$ cat src/rtl/usb2_ep_in_queue_if.sv
// ---------------------------------------------------------------------------
// usb2_ep_in_queue_if
//   Handshake bundle for the IN-endpoint packet ring.
//   master : the endpoint-side agents (buffer RAM producer + packet layer).
//   slave  : the queue itself (usb2_ep_in_queue).
//   Producer side : buf_in_commit, buf_in_commit_len, buf_in_commit_ack,
//                   buf_in_ready, wr_slot
//   Consumer side : buf_out_hasdata, buf_out_len, rd_slot, pkt_start,
//                   pkt_acked, pkt_retry, toggle_reset, data_toggle
//   Status        : occupancy
//   Optional      : iso_mode, present only when USB2_EP_ISO_EN is defined.
// ---------------------------------------------------------------------------
interface usb2_ep_in_queue_if #(
  parameter int ADDR_W = 9,
  parameter int SLOT_W = 1
);
  logic              buf_in_commit;
  logic [ADDR_W:0]   buf_in_commit_len;
  logic              buf_in_commit_ack;
  logic              buf_in_ready;
  logic [SLOT_W-1:0] wr_slot;
  logic [SLOT_W-1:0] rd_slot;
  logic              buf_out_hasdata;
  logic [ADDR_W:0]   buf_out_len;
  logic              pkt_start;
  logic              pkt_acked;
  logic              pkt_retry;
  logic              toggle_reset;
  logic              data_toggle;
  logic [SLOT_W:0]   occupancy;
`ifdef USB2_EP_ISO_EN
  logic              iso_mode;
`endif

  modport master (
`ifdef USB2_EP_ISO_EN
    output iso_mode,
`endif
    output buf_in_commit, buf_in_commit_len, pkt_start, pkt_acked,
           pkt_retry, toggle_reset,
    input  buf_in_commit_ack, buf_in_ready, wr_slot, rd_slot,
           buf_out_hasdata, buf_out_len, data_toggle, occupancy
  );

  modport slave (
`ifdef USB2_EP_ISO_EN
    input  iso_mode,
`endif
    input  buf_in_commit, buf_in_commit_len, pkt_start, pkt_acked,
           pkt_retry, toggle_reset,
    output buf_in_commit_ack, buf_in_ready, wr_slot, rd_slot,
           buf_out_hasdata, buf_out_len, data_toggle, occupancy
  );
endinterface

$ cat src/rtl/usb2_ep_in_queue.sv
// ---------------------------------------------------------------------------
// usb2_ep_in_queue
//   Ring of NUM_SLOTS packet slots for one USB2 IN endpoint (phy_clk domain).
//   The producer commits a filled slot with a four-phase commit/ack
//   handshake; the packet layer sends the head slot (pkt_start) and then
//   either frees it (pkt_acked) or keeps it for replay (pkt_retry).
//   DATA0/DATA1 toggle flips on every freed packet.
//
//   Ports:
//     phy_clk  : 60 MHz ULPI clock
//     reset_n  : asynchronous active-low reset; discards all slots
//     bus      : usb2_ep_in_queue_if.slave (producer + consumer handshakes)
//
//   Build option: USB2_EP_ISO_EN adds bus.iso_mode. With iso_mode=1 retries
//   are ignored, pkt_acked always frees the in-flight slot and the toggle
//   is held at DATA0.
// ---------------------------------------------------------------------------
module usb2_ep_in_queue #(
  parameter int ADDR_W    = 9,
  parameter int NUM_SLOTS = 2,
  parameter int SLOT_W    = 1
) (
  input  logic               phy_clk,
  input  logic               reset_n,
  usb2_ep_in_queue_if.slave  bus
);

  localparam logic [ADDR_W:0] MAX_LEN = {1'b1, {ADDR_W{1'b0}}};
  localparam logic [SLOT_W:0] FULL    = (SLOT_W+1)'(NUM_SLOTS);

  typedef enum logic { C_IDLE, C_ACK    } c_state_t;
  typedef enum logic { R_IDLE, R_FLIGHT } r_state_t;

  c_state_t          c_state;
  r_state_t          r_state;
  logic [SLOT_W-1:0] wr_ptr;
  logic [SLOT_W-1:0] rd_ptr;
  logic [SLOT_W:0]   count;
  logic [ADDR_W:0]   len_ram [NUM_SLOTS];
  logic              commit_ack_q;
  logic              ready_q;
  logic              toggle_q;

  logic              iso;
  logic              accept;
  logic              start;
  logic              retry_hit;
  logic              free_slot;
  logic              flight_end;
  logic [ADDR_W:0]   sat_len;
  logic [SLOT_W:0]   count_next;

`ifdef USB2_EP_ISO_EN
  assign iso = bus.iso_mode;
`else
  assign iso = 1'b0;
`endif

  // Lengths above one slot's capacity are clamped rather than wrapped.
  assign sat_len = (bus.buf_in_commit_len > MAX_LEN) ? MAX_LEN : bus.buf_in_commit_len;

  assign accept     = (c_state == C_IDLE) && bus.buf_in_commit && (count < FULL);
  assign start      = (r_state == R_IDLE) && bus.pkt_start && (count != '0);
  // Retry wins over a simultaneous ACK: replaying is always safe because
  // the host drops the duplicate by PID.
  assign retry_hit  = (r_state == R_FLIGHT) && bus.pkt_retry && !iso;
  assign free_slot  = (r_state == R_FLIGHT) && bus.pkt_acked && !retry_hit;
  assign flight_end = free_slot || retry_hit;

  always_comb begin
    count_next = count;
    if (accept && !free_slot)      count_next = count + 1'b1;
    else if (free_slot && !accept) count_next = count - 1'b1;
  end

  // NOTE: all state here uses non-blocking assignments so every register
  // samples the pre-edge values of its neighbours, whatever the statement order.
  always_ff @(posedge phy_clk or negedge reset_n) begin
    if (!reset_n) begin
      c_state      <= C_IDLE;
      r_state      <= R_IDLE;
      wr_ptr       <= '0;
      rd_ptr       <= '0;
      count        <= '0;
      commit_ack_q <= 1'b0;
      ready_q      <= 1'b0;
      toggle_q     <= 1'b0;
      // NOTE: the length table is reset so buf_out_len reads 0 out of reset;
      // it is only NUM_SLOTS words, so flops are the natural implementation.
      for (int i = 0; i < NUM_SLOTS; i++) len_ram[i] <= '0;
    end else begin
      count   <= count_next;
      ready_q <= (count_next != FULL);

      // Producer: one packet per four-phase commit cycle.
      unique case (c_state)
        C_IDLE: if (accept) begin
          len_ram[wr_ptr] <= sat_len;
          wr_ptr          <= wr_ptr + 1'b1;
          commit_ack_q    <= 1'b1;
          c_state         <= C_ACK;
        end
        C_ACK: if (!bus.buf_in_commit) begin
          commit_ack_q <= 1'b0;
          c_state      <= C_IDLE;
        end
      endcase

      // Consumer: head slot is either idle (offerable) or in flight.
      unique case (r_state)
        R_IDLE:   if (start) r_state <= R_FLIGHT;
        R_FLIGHT: if (flight_end) r_state <= R_IDLE;
      endcase

      if (free_slot) rd_ptr <= rd_ptr + 1'b1;

      if (bus.toggle_reset || iso) toggle_q <= 1'b0;
      else if (free_slot)          toggle_q <= ~toggle_q;
    end
  end

  assign bus.buf_in_commit_ack = commit_ack_q;
  assign bus.buf_in_ready      = ready_q;
  assign bus.wr_slot           = wr_ptr;
  assign bus.rd_slot           = rd_ptr;
  assign bus.occupancy         = count;
  assign bus.data_toggle       = toggle_q;
  assign bus.buf_out_hasdata   = (count != '0) && (r_state == R_IDLE);
  assign bus.buf_out_len       = len_ram[rd_ptr];

endmodule

$ cat src/flat_wrapper.sv
// flat-port wrapper written by rule: the top's interface ports become plain ports
module usb2_ep_in_queue_flat 
#(
  parameter int ADDR_W    = 9,
  parameter int NUM_SLOTS = 2,
  parameter int SLOT_W    = 1
)
  (phy_clk, reset_n, bus_buf_in_commit, bus_buf_in_commit_len, bus_pkt_start, bus_pkt_acked, bus_pkt_retry, bus_toggle_reset, bus_buf_in_commit_ack, bus_buf_in_ready, bus_wr_slot, bus_rd_slot, bus_buf_out_hasdata, bus_buf_out_len, bus_data_toggle, bus_occupancy);
  usb2_ep_in_queue_if #(.ADDR_W(ADDR_W), .SLOT_W(SLOT_W)) bus_i ();
  input  logic phy_clk;
  input  logic reset_n;
  input wire logic [$bits(bus_i.buf_in_commit)-1:0] bus_buf_in_commit;
  input wire logic [$bits(bus_i.buf_in_commit_len)-1:0] bus_buf_in_commit_len;
  input wire logic [$bits(bus_i.pkt_start)-1:0] bus_pkt_start;
  input wire logic [$bits(bus_i.pkt_acked)-1:0] bus_pkt_acked;
  input wire logic [$bits(bus_i.pkt_retry)-1:0] bus_pkt_retry;
  input wire logic [$bits(bus_i.toggle_reset)-1:0] bus_toggle_reset;
  output wire logic [$bits(bus_i.buf_in_commit_ack)-1:0] bus_buf_in_commit_ack;
  output wire logic [$bits(bus_i.buf_in_ready)-1:0] bus_buf_in_ready;
  output wire logic [$bits(bus_i.wr_slot)-1:0] bus_wr_slot;
  output wire logic [$bits(bus_i.rd_slot)-1:0] bus_rd_slot;
  output wire logic [$bits(bus_i.buf_out_hasdata)-1:0] bus_buf_out_hasdata;
  output wire logic [$bits(bus_i.buf_out_len)-1:0] bus_buf_out_len;
  output wire logic [$bits(bus_i.data_toggle)-1:0] bus_data_toggle;
  output wire logic [$bits(bus_i.occupancy)-1:0] bus_occupancy;
  assign bus_i.buf_in_commit = bus_buf_in_commit;
  assign bus_i.buf_in_commit_len = bus_buf_in_commit_len;
  assign bus_i.pkt_start = bus_pkt_start;
  assign bus_i.pkt_acked = bus_pkt_acked;
  assign bus_i.pkt_retry = bus_pkt_retry;
  assign bus_i.toggle_reset = bus_toggle_reset;
  assign bus_buf_in_commit_ack = bus_i.buf_in_commit_ack;
  assign bus_buf_in_ready = bus_i.buf_in_ready;
  assign bus_wr_slot = bus_i.wr_slot;
  assign bus_rd_slot = bus_i.rd_slot;
  assign bus_buf_out_hasdata = bus_i.buf_out_hasdata;
  assign bus_buf_out_len = bus_i.buf_out_len;
  assign bus_data_toggle = bus_i.data_toggle;
  assign bus_occupancy = bus_i.occupancy;
  usb2_ep_in_queue #(.ADDR_W(ADDR_W), .NUM_SLOTS(NUM_SLOTS), .SLOT_W(SLOT_W)) u_core (.phy_clk(phy_clk), .reset_n(reset_n), .bus(bus_i));
endmodule
$ cat config.mk
export PLATFORM = sky130hd
export DESIGN_NAME = usb2_ep_in_queue_flat
export DESIGN_NICKNAME = d
export VERILOG_FILES = /design/src/rtl/usb2_ep_in_queue_if.sv /design/src/rtl/usb2_ep_in_queue.sv /design/src/flat_wrapper.sv
export SDC_FILE = /design/constraint.sdc
export NUM_CORES = 1
export LEC_CHECK = 0
export ABC_AREA = 1
export CORE_ASPECT_RATIO = 1.2
export CORE_UTILIZATION = 48
export DETAILED_ROUTE_END_ITERATION = 7
export HOLD_SLACK_MARGIN = 0.08
export PLACE_DENSITY = 0.78
export SYNTH_ARGS = -nofsm -noshare
export SYNTH_HDL_FRONTEND = slang
export SYNTH_SLANG_ARGS = --single-unit
$ cat constraint.sdc
create_clock -name phy_clk -period 1.45 [get_ports phy_clk]
set_clock_uncertainty 0.05 [all_clocks]
set_input_delay 0.3625 -clock phy_clk [delete_from_list [all_inputs] [get_ports phy_clk]]
set_output_delay 0.3625 -clock phy_clk [all_outputs]
set_load 0.005 [all_outputs]
# After elaboration in Yosys (flattened, before gate mapping)
# Cells that the tools add are included.
# op_classes
eq_ne	3
bitwise	5
add_sub_neg	4
muxes	20
n_lt_le_gt_ge	5
reduce_logical	19
# op_table
cell	count
10-bit 2-to-1 mux	5
20-bit bitwise mux	1
1-bit logical AND	11
10-bit demux with 1-bit select	1
10-bit > comparator, second input constant	1
1-bit 2-to-1 mux	8
1-bit case mux with 2 select lines	3
2-bit >= comparator, second input constant	2
2-bit 2-to-1 mux	2
2-bit inequality test, second input constant	2
1-bit inverter with 2-bit output	2
2-bit AND reduction	2
2-bit nonzero test	2
1-bit zero test	3
1-bit inverter	3
1-bit adder, second input constant	2
2-bit by 1-bit adder with 2-bit output, second input constant	1
2-bit by 1-bit less-than comparator with 1-bit output, second input constant	1
2-bit less-than comparator, second input constant	1
2-bit by 1-bit inequality test with 1-bit output, second input constant	1
2-bit by 1-bit subtractor with 2-bit output, second input constant	1
1-bit logical OR	1
# word_totals
input_bits	17
output_inout_bits	18
register_bits	29

# Depth between registers and ports, before layout
# Gate-level depths: netlist (run 1).
# depth
word_depth	8
mapped_depth	8
ltp_nobuf	8

# Worst setup path after synthesis (run 1)
# OpenSTA, ideal clock, no wires.
# synth_path
path_type	register -> output
startpoint	register u_core.rd_ptr, in the netlist u_core.bus.rd_slot
endpoint	output bus_buf_out_len[6]
path_stages_with_launch	4
path_slack_ps	173
arrival_time_ps	864
cell_sequence	dfrtp_1 -> clkbuf_1 -> nand2_1 -> o21ai_0
# synth_via
elab_chain_len	4
# synth_rtl
element	line	text
start: declaration	usb2_ep_in_queue.sv:37	logic [SLOT_W-1:0] rd_ptr;
start signal: assignment	usb2_ep_in_queue.sv:115	if (free_slot) rd_ptr <= rd_ptr + 1'b1;
1-bit inverter with 2-bit output (not written as such)	usb2_ep_in_queue.sv:129	assign bus.buf_out_len = len_ram[rd_ptr];
10-bit 2-to-1 mux (not written as such) (3 in series)	usb2_ep_in_queue.sv:129	
end: declaration	flat_wrapper.sv:23	output wire logic [$bits(bus_i.buf_out_len)-1:0] bus_buf_out_len;
# Every way passes these cells. The select of a mux whose other input is x is not followed.

# Final worst setup path (run 1)
# layout_path
startpoint	register u_core.rd_ptr, in the netlist u_core.bus.rd_slot
endpoint	output bus_buf_out_len[2]
# The elaborated chain is that of the path after synthesis.

==> impl_metrics.py, run 1 <==
metrics = {
    "run_status": {
        "run_status": "complete, but fails checks",
        "violations": "negative setup slack",
    },
    "worst_setup_path": {
        "end_kind": "primary output",
        "crit_fanout": 5,
        "crit_path_max_incr_delay_ns": 0.45,
        "critPathSlowestCell": "dfrtp_2",
        "cpMostUsedCell": "buf_6",
        "path_class": "reg2out",
        "crit_chain": "buf_6 -> buf_6 -> nand2_2 -> nand2_1 -> buf_2",
        "startpoint_type": "flip-flop",
        "critPathRequiredTime_ns": 1.04,
        "cp.arrival_ns": 1.25,
    },
    "synth": {
        "synth_area_leaders": "dfrtp_1 51%, nand2_1 20%, nand3_1 5.3%",
        "synth.yosys.seq_area_share_pct": 51.3,
        "ys_ff_latch": 29,
        "syn_nets": 193,
        "yosysMostFrequentCell": "nand2_1",
        "synth_edf_count": 0,
        "avgSynthCellArea_sq_um": 8.08,
        "netlist_area_sq_um": 1410,
        "yosys_warnings": 0,
        "synth_commonest_cells": "77 x nand2_1, 29 x dfrtp_1, 17 x inv_1, 15 x nand3_1, 10 x nor2_1",
        "synthFlopType": "dfrtp_1",
        "synthCells": 175,
        "synth_top_area_share_pct": 51.3,
        "netlist.top_cell.by_area": "dfrtp_1",
        "synth_cell_types": 21,
        "async_flop_share_pct": 100,
    },
    "finish": {
        "num_antenna_cells": 0,
        "fin_cells": 285,
        "drive_gt1_share_pct": 35.5,
        "finalNetCount": 268,
        "syn_to_final_growth_pct": 54.8,
        "layout.core_utilization_pct": 78.6,
        "fin_area_sq_um": 2190,
    },
    "power_and_ir_drop": {
        "max-vdd-ir-drop_mv": 1.30,
        "switching_share_pct": 37.5,
        "p_per_area_nw_per_um2": 1790,
        "seq_power_share_pct": 33.5,
        "p_int_uw": 2450,
        "leakagePower_uw": 0.00118,
        "power.switching_uw": 1470,
        "clockPowerShare_pct": 14.3,
        "pwr-share-comb_pct": 52.2,
    },
    "global_routing": {
        "gr-total-overflow": 0,
        "antenna_found_initial": 0,
        "grt_pass1_vias": 1461,
        "track_usage_pct": 27.9,
        "grt_pass1_wl_mm": 6.29,
        "grt_max_degree": 30,
    },
    "timing": {
        "min_period_ns": 1.66,
        "finalSetupViolCount": 14,
        "fmax_mhz": 601,
        "finalSetupTns_ns": -2.13,
        "setup_ws_ns": -0.213,
        "period_share_pct": 115,
        "worst_pin_slew_ns": 0.200,
        "rsz0062_at_grt": "true",
        "slew_viol_final": 0,
        "relSlewSlack_pct": 86.6,
        "finalHoldViolations": 0,
    },
    "clock_network": {
        "clkLatencyLatePin_ns": 0.33,
        "cts_buffers": 5,
        "clockBufferDepth": 2,
        "ctsHoldBuffers": 0,
        "clock-sinks": 29,
        "cts_max_level": 2,
        "cts_root_buffer": "clkbuf_4",
        "cts.clk_slew.worst_paths_ns": 0.09,
        "cts_tree": "built",
    },
    "floorplanning": {
        "io_pins": 35,
        "rows": 21,
        "die_h_microns": 61.5,
        "dieArea_sq_um": 3170,
        "die_w_microns": 51.5,
        "start_util_pct": 50.8,
        "core_area_sq_um": 2790,
    },
    "route": {
        "dr.pass1.iters": 5,
        "ant_nets": 0,
        "drt_iter0_markers": 67,
        "viasPerCell": 5.05,
        "routed_wl_mm": 3.96,
        "wl_per_cell_microns": 13.9,
        "drc": 0,
        "num_vias": 1438,
    },
    "place": {
        "placed_area_sq_um": 1980,
        "dp_hpwl_mm": 2.39,
        "portBuffers": 34,
        "dp.cells": 265,
        "gp_congestion": 0.789,
    },
    "job": {
        "maxCapViolCount": 0,
    },
    "worst_hold_path": {
        "hp-class": "in2async",
    },
}
## flip-flops by register name, indices dropped and copies added (netlist names)
| register | cells |
|---|---|
| u_core.bus.rd_slot | 1 |
| u_core.c_state | 1 |
| u_core.r_state | 1 |
| u_core.bus.occupancy | 2 |
| u_core.len_ram | 20 |
| u_core.bus.data_toggle | 1 |
| u_core.bus.buf_in_ready | 1 |
| u_core.bus.wr_slot | 1 |
| u_core.bus.buf_in_commit_ack | 1 |
## cell type report
cell class / count / area (sq um)
timing repair buffer: 71 / 614
sequential: 29 / 727
clock inverter: 1 / 5.00
clock buffer: 7 / 65.1
fill: 205 / 597
inverter: 20 / 87.6
tap: 34 / 42.5
multi-input combinational: 123 / 647
## metrics by stage
step / hold slack [ns] / power, uW / setup slack, ns
6_report: 0.334 / 3920 / -0.213
5_1_grt: 0.346 / 4160 / -0.248
4_1_cts: 0.345 / 3750 / -0.200
3_5_place_dp: 0.416 / 2940 / -0.409
3_3_place_gp: 0.404 / 2870 / -0.361
2_1_floorplan: 0.0169 / 2000 / 0.173
## metal layers
| metal | vias to the layer above | GRT usage, % | wire length [microns] |
|---|---|---|---|
| met3 | 15 | 6.67 | 235 |
| met5 | - | 0 | 0 |
| met4 | 0 | 14.7 | 113 |
| met2 | 65 | 51.9 | 2080 |
| met1 | 662 | 29.1 | 1530 |
| li1 | 696 | - | - |
## layout by cell type, fill, tap and decap left out, drive strengths merged
| cell type | instances |
|---|---|
| xor2 | 1 |
| a21oi | 1 |
| clkdlybuf4s50 | 16 |
| inv | 20 |
| a32o | 1 |
| clkbuf | 7 |
| buf | 51 |
| nand3 | 16 |
| nor3b | 1 |
| or2 | 1 |
| nand2 | 78 |
| nor2 | 15 |
| clkinv | 1 |
| dfrtp | 29 |
| dlygate4sd2 | 4 |
| o21ai | 8 |
| ha | 1 |
## critical path, delay by kind of cell (launching register included)
kind          cells  cell delay [ns]
flops             1             0.45
buf+inv           3             0.38
simple gates      2             0.10
## power by group through the flow
stage | Sequential [uW] | Combinational [uW] | Clock, uW
global placement | 1310 | 1560 | 0
global route | 1340 | 2230 | 599
detailed placement | 1320 | 1620 | 0
floorplan | 1280 | 719 | 0
CTS | 1290 | 1890 | 565
finish | 1310 | 2050 | 560
## repair_timing
item	CTS	global route
gates resized for setup	95	8
endpoints found under the setup margin	18	18
setup buffers	9	4
pin swaps	9	0
## final timing paths
path / slack [ns] / to / depth (start not counted) / start
max reg2reg: 0.10 / u_core.len_ram[16]$_DFFE_PN0P_ / 8 / u_core.bus.occupancy[1]$_DFF_PN0_
min in group phy_clk: 0.45 / u_core.len_ram[10]$_DFFE_PN0P_ / 2 / u_core.len_ram[10]$_DFFE_PN0P_
max: -0.21 / bus_buf_out_len[2] / 5 / u_core.bus.rd_slot$_DFFE_PN0P_
min: 0.33 / u_core.len_ram[19]$_DFFE_PN0P_ / 2 / reset_n
min reg2reg: 0.45 / u_core.len_ram[10]$_DFFE_PN0P_ / 2 / u_core.len_ram[10]$_DFFE_PN0P_
max in group asynchronous: 0.84 / u_core.bus.rd_slot$_DFFE_PN0P_ / 2 / reset_n
## cells by family after synthesis
group | share of synthesized area (%)
AO/OA/AOI/OAI | 4.16
XOR/XNOR | 0.620
adder cells (fa/ha/maj) | 0.885
buffers and inverters | 7.35
flip-flops | 51.3
AND/OR/NAND/NOR | 35.7
No activity file was read; power rests on OpenSTA's default activity.
==> run 2: changes to the inputs <==
Settings changed: ABC_AREA 1 to default, CELL_PAD_IN_SITES_DETAIL_PLACEMENT from default to 1, CELL_PAD_IN_SITES_GLOBAL_PLACEMENT from default to 2, CORE_UTILIZATION 48 to 29, PLACE_DENSITY 0.78 to default, PLACE_DENSITY_LB_ADDON from default to 0.1.
Clock period 1.45 ns to 1.6 ns, I/O delays scaled along.
==> impl_metrics.py, run 2 <==
metrics = {
    "synth": {
        "synth_edf_count": 0,
        "synth_compound_area_share_pct": 12.3,
        "synth.yosys.seq_area_share_pct": 54.2,
        "yosys_warnings": 0,
        "synth_top_family_by_area": "simple AND/OR/NAND/NOR gates",
        "netlist_area_sq_um": 1340,
        "yosysMostFrequentCell": "dfrtp_1",
        "yosys.area_share.simple_pct": 16.1,
        "ys_ff_latch": 29,
        "synthFlopType": "dfrtp_1",
        "syn_nets": 147,
        "netlist.top_cell.by_area": "dfrtp_1",
        "synth_commonest_cells": "29 x dfrtp_1, 28 x nand2_1, 17 x o21ai_0, 10 x mux2_2, 6 x inv_1",
        "synth_top_area_share_pct": 54.2,
        "avgSynthCellArea_sq_um": 10.4,
        "synth_cell_types": 31,
        "synthMuxAreaShare_pct": 9.16,
        "synthCells": 129,
        "async_flop_share_pct": 100,
        "synth_xor_area_share_pct": 3.27,
        "synth_area_leaders": "dfrtp_1 54%, mux2_2 8.4%, nand2_1 7.9%",
        "synth_adder_area_share_pct": 0.935,
    },
    "job": {
        "maxCapViolCount": 0,
    },
    "floorplanning": {
        "start_util_pct": 30.7,
        "rows": 26,
        "core_area_sq_um": 4360,
        "dieArea_sq_um": 4890,
        "die_h_microns": 76.4,
        "die_w_microns": 64.0,
        "io_pins": 35,
    },
    "power_and_ir_drop": {
        "p_total_uw": 3670,
        "max-vdd-ir-drop_mv": 0.742,
        "leakagePower_uw": 0.00102,
        "p_per_area_nw_per_um2": 1700,
    },
    "clock_network": {
        "cts_tree": "built",
        "cts_max_level": 2,
        "clockBufferDepth": 2,
        "cts.clk_slew.worst_paths_ns": 0.06,
        "clkLatencyLatePin_ns": 0.27,
        "clock-sinks": 29,
        "cts_root_buffer": "clkbuf_8",
        "cts_buffers": 5,
        "ctsHoldBuffers": 0,
    },
    "worst_setup_path": {
        "r2r_slack_ns": 0.03,
        "path_class": "reg2out",
        "reg2reg_depth": 5,
        "worstReg2RegStart": "u_core.bus.occupancy[0]$_DFF_PN0_",
        "cp.arrival_ns": 1.42,
        "critPathRequiredTime_ns": 1.15,
        "crit_fanout": 3,
        "crit_chain": "clkbuf_16 -> buf_4 -> mux2_2 -> buf_6",
        "critPathSlowestCell": "dfrtp_2",
        "startpoint_type": "flip-flop",
        "end_kind": "primary output",
        "crit_path_max_incr_delay_ns": 0.44,
        "reg2reg_to": "u_core.bus.buf_in_ready$_DFF_PN0_",
    },
    "timing": {
        "finalSetupTns_ns": -2.52,
        "finalSetupViolCount": 11,
        "rsz0062_at_grt": "true",
        "min_period_ns": 1.87,
        "finalHoldViolations": 0,
        "worst_pin_slew_ns": 0.296,
        "relSlewSlack_pct": 80.3,
        "whs_ns": 0.427,
        "fmax_mhz": 535,
        "period_share_pct": 117,
        "slew_viol_final": 0,
        "setup_ws_ns": -0.269,
    },
    "worst_hold_path": {
        "hp-class": "reg2reg",
        "hp-start": "u_core.len_ram[3]$_DFFE_PN0P_",
        "hold_depth": 2,
        "min_to": "u_core.len_ram[3]$_DFFE_PN0P_",
    },
    "global_routing": {
        "track_usage_pct": 18.0,
        "gr-total-overflow": 0,
        "antenna_found_initial": 0,
        "grt_pass1_vias": 1326,
        "grt_pass1_wl_mm": 6.60,
        "grt_max_degree": 30,
    },
    "route": {
        "routed_wl_mm": 3.82,
        "dr.pass1.iters": 4,
        "viasPerCell": 4.73,
        "ant_nets": 0,
        "num_vias": 1178,
        "wl_per_cell_microns": 15.3,
        "drt_iter0_markers": 28,
        "drc": 0,
    },
    "place": {
        "gp_congestion": 0.679,
        "dp_hpwl_mm": 2.41,
        "portBuffers": 34,
        "dp.cells": 229,
    },
    "finish": {
        "largest-register": "u_core.len_ram",
        "largest_register_ffs": 20,
        "layout_common_cells": "28 x nand2_1, 27 x dfrtp_1, 15 x o21ai_0, 15 x clkdlybuf4s50_1, 14 x buf_4",
        "fin_cells": 249,
        "num_antenna_cells": 0,
        "finalNetCount": 210,
        "syn_to_final_growth_pct": 60.9,
        "final_common_cell": "nand2_1",
        "drive_gt1_share_pct": 34.7,
    },
    "run_status": {
        "violations": "negative setup slack",
        "run_status": "complete, but fails checks",
    },
}
run 2: cell count changes in the layout (fill, tap and decap cells not counted), moves of 6 or more:
cell	delta
buf_2	-7
nand2_2	-9
buf_4	-12
o21ai_0	+12
nand2_1	-40
inv_1	-10
nand3_1	-13
mux2_2	+7
nor2_1	-6
run 2: worst max path at each step:
stage                                                 start                                 to  cells past startpoint
after detailed placement                  bus_buf_in_commit     u_core.len_ram[15]$_DFFE_PN0P_                      3
after global routing         u_core.bus.rd_slot$_DFFE_PN0P_                 bus_buf_out_len[9]                      4
final                        u_core.bus.rd_slot$_DFFE_PN0P_                 bus_buf_out_len[9]                      4
after floorplan           u_core.bus.occupancy[0]$_DFF_PN0_  u_core.bus.buf_in_ready$_DFF_PN0_                      4
after CTS                    u_core.bus.rd_slot$_DFFE_PN0P_                 bus_buf_out_len[4]                      4
after global placement                    bus_buf_in_commit     u_core.len_ram[15]$_DFFE_PN0P_                      3
run 2: final cells by class:
cell class / instances / area [sq um]
Clock buffer: 8 / 80.1
Tap cell: 56 / 70.1
Multi-Input combinational cell: 90 / 641
Sequential cell: 29 / 728
Fill cell: 488 / 2200
Inverter: 6 / 25.0
Timing Repair Buffer: 60 / 611
run 2: what timing repair did:
action,4_1_cts,5_1_grt
hold endpoints to repair,0,0
cloned,3,0
gates resized for setup,68,21
setup buffers,7,3
pin swaps,1,2
endpoints found under the setup margin,26,18
run 2: power breakdown:
| group | total [uW] | internal [uW] | switching (uW) | leakage, uW |
|---|---|---|---|---|
| Sequential | 1250 | 1040 | 210 | 0.000365 |
| Clock | 563 | 308 | 255 | 0.0000395 |
| Combinational | 1860 | 1170 | 684 | 0.000612 |
| Total | 3670 | 2520 | 1150 | 0.00102 |
run 2: cells by family after synthesis:
| logic type | after synthesis |
|---|---|
| AOI/OAI and AO/OA | 27 |
| xor gates and xnor gates | 5 |
| adders and majority gates | 1 |
| buffers and inverters | 12 |
| DFF | 29 |
| muxes | 11 |
| and+or+nand+nor | 44 |
run 2: stage by stage:
| stage | util, % | area, sq um | setup slack [ns] |
|---|---|---|---|
| floorplan | - | 1350 | 0.0247 |
| global placement | 43.3 | 1890 | -0.300 |
| detailed placement | 43.3 | 1890 | -0.339 |
| CTS | 47.4 | 2070 | -0.297 |
| global route | 49.4 | 2150 | -0.309 |
| finish | 49.4 | 2150 | -0.269 |
run 2: per-layer routing:
| layer | up-vias | track usage (%) | share of wire (%) |
|---|---|---|---|
| met5 | - | 0 | 0 |
| met4 | 0 | 6.82 | 1.5 |
| met3 | 5 | 4.64 | 4.5 |
| met2 | 28 | 32.1 | 54 |
| met1 | 569 | 20.1 | 40 |
| li1 | 576 | - | - |
run 2: worst max-delay path, delay by kind of cell, from the launching register on:
family | cells | cell delay, ns
buffers and inverters | 3 | 0.38
flip-flops | 1 | 0.44
multiplexers | 1 | 0.33
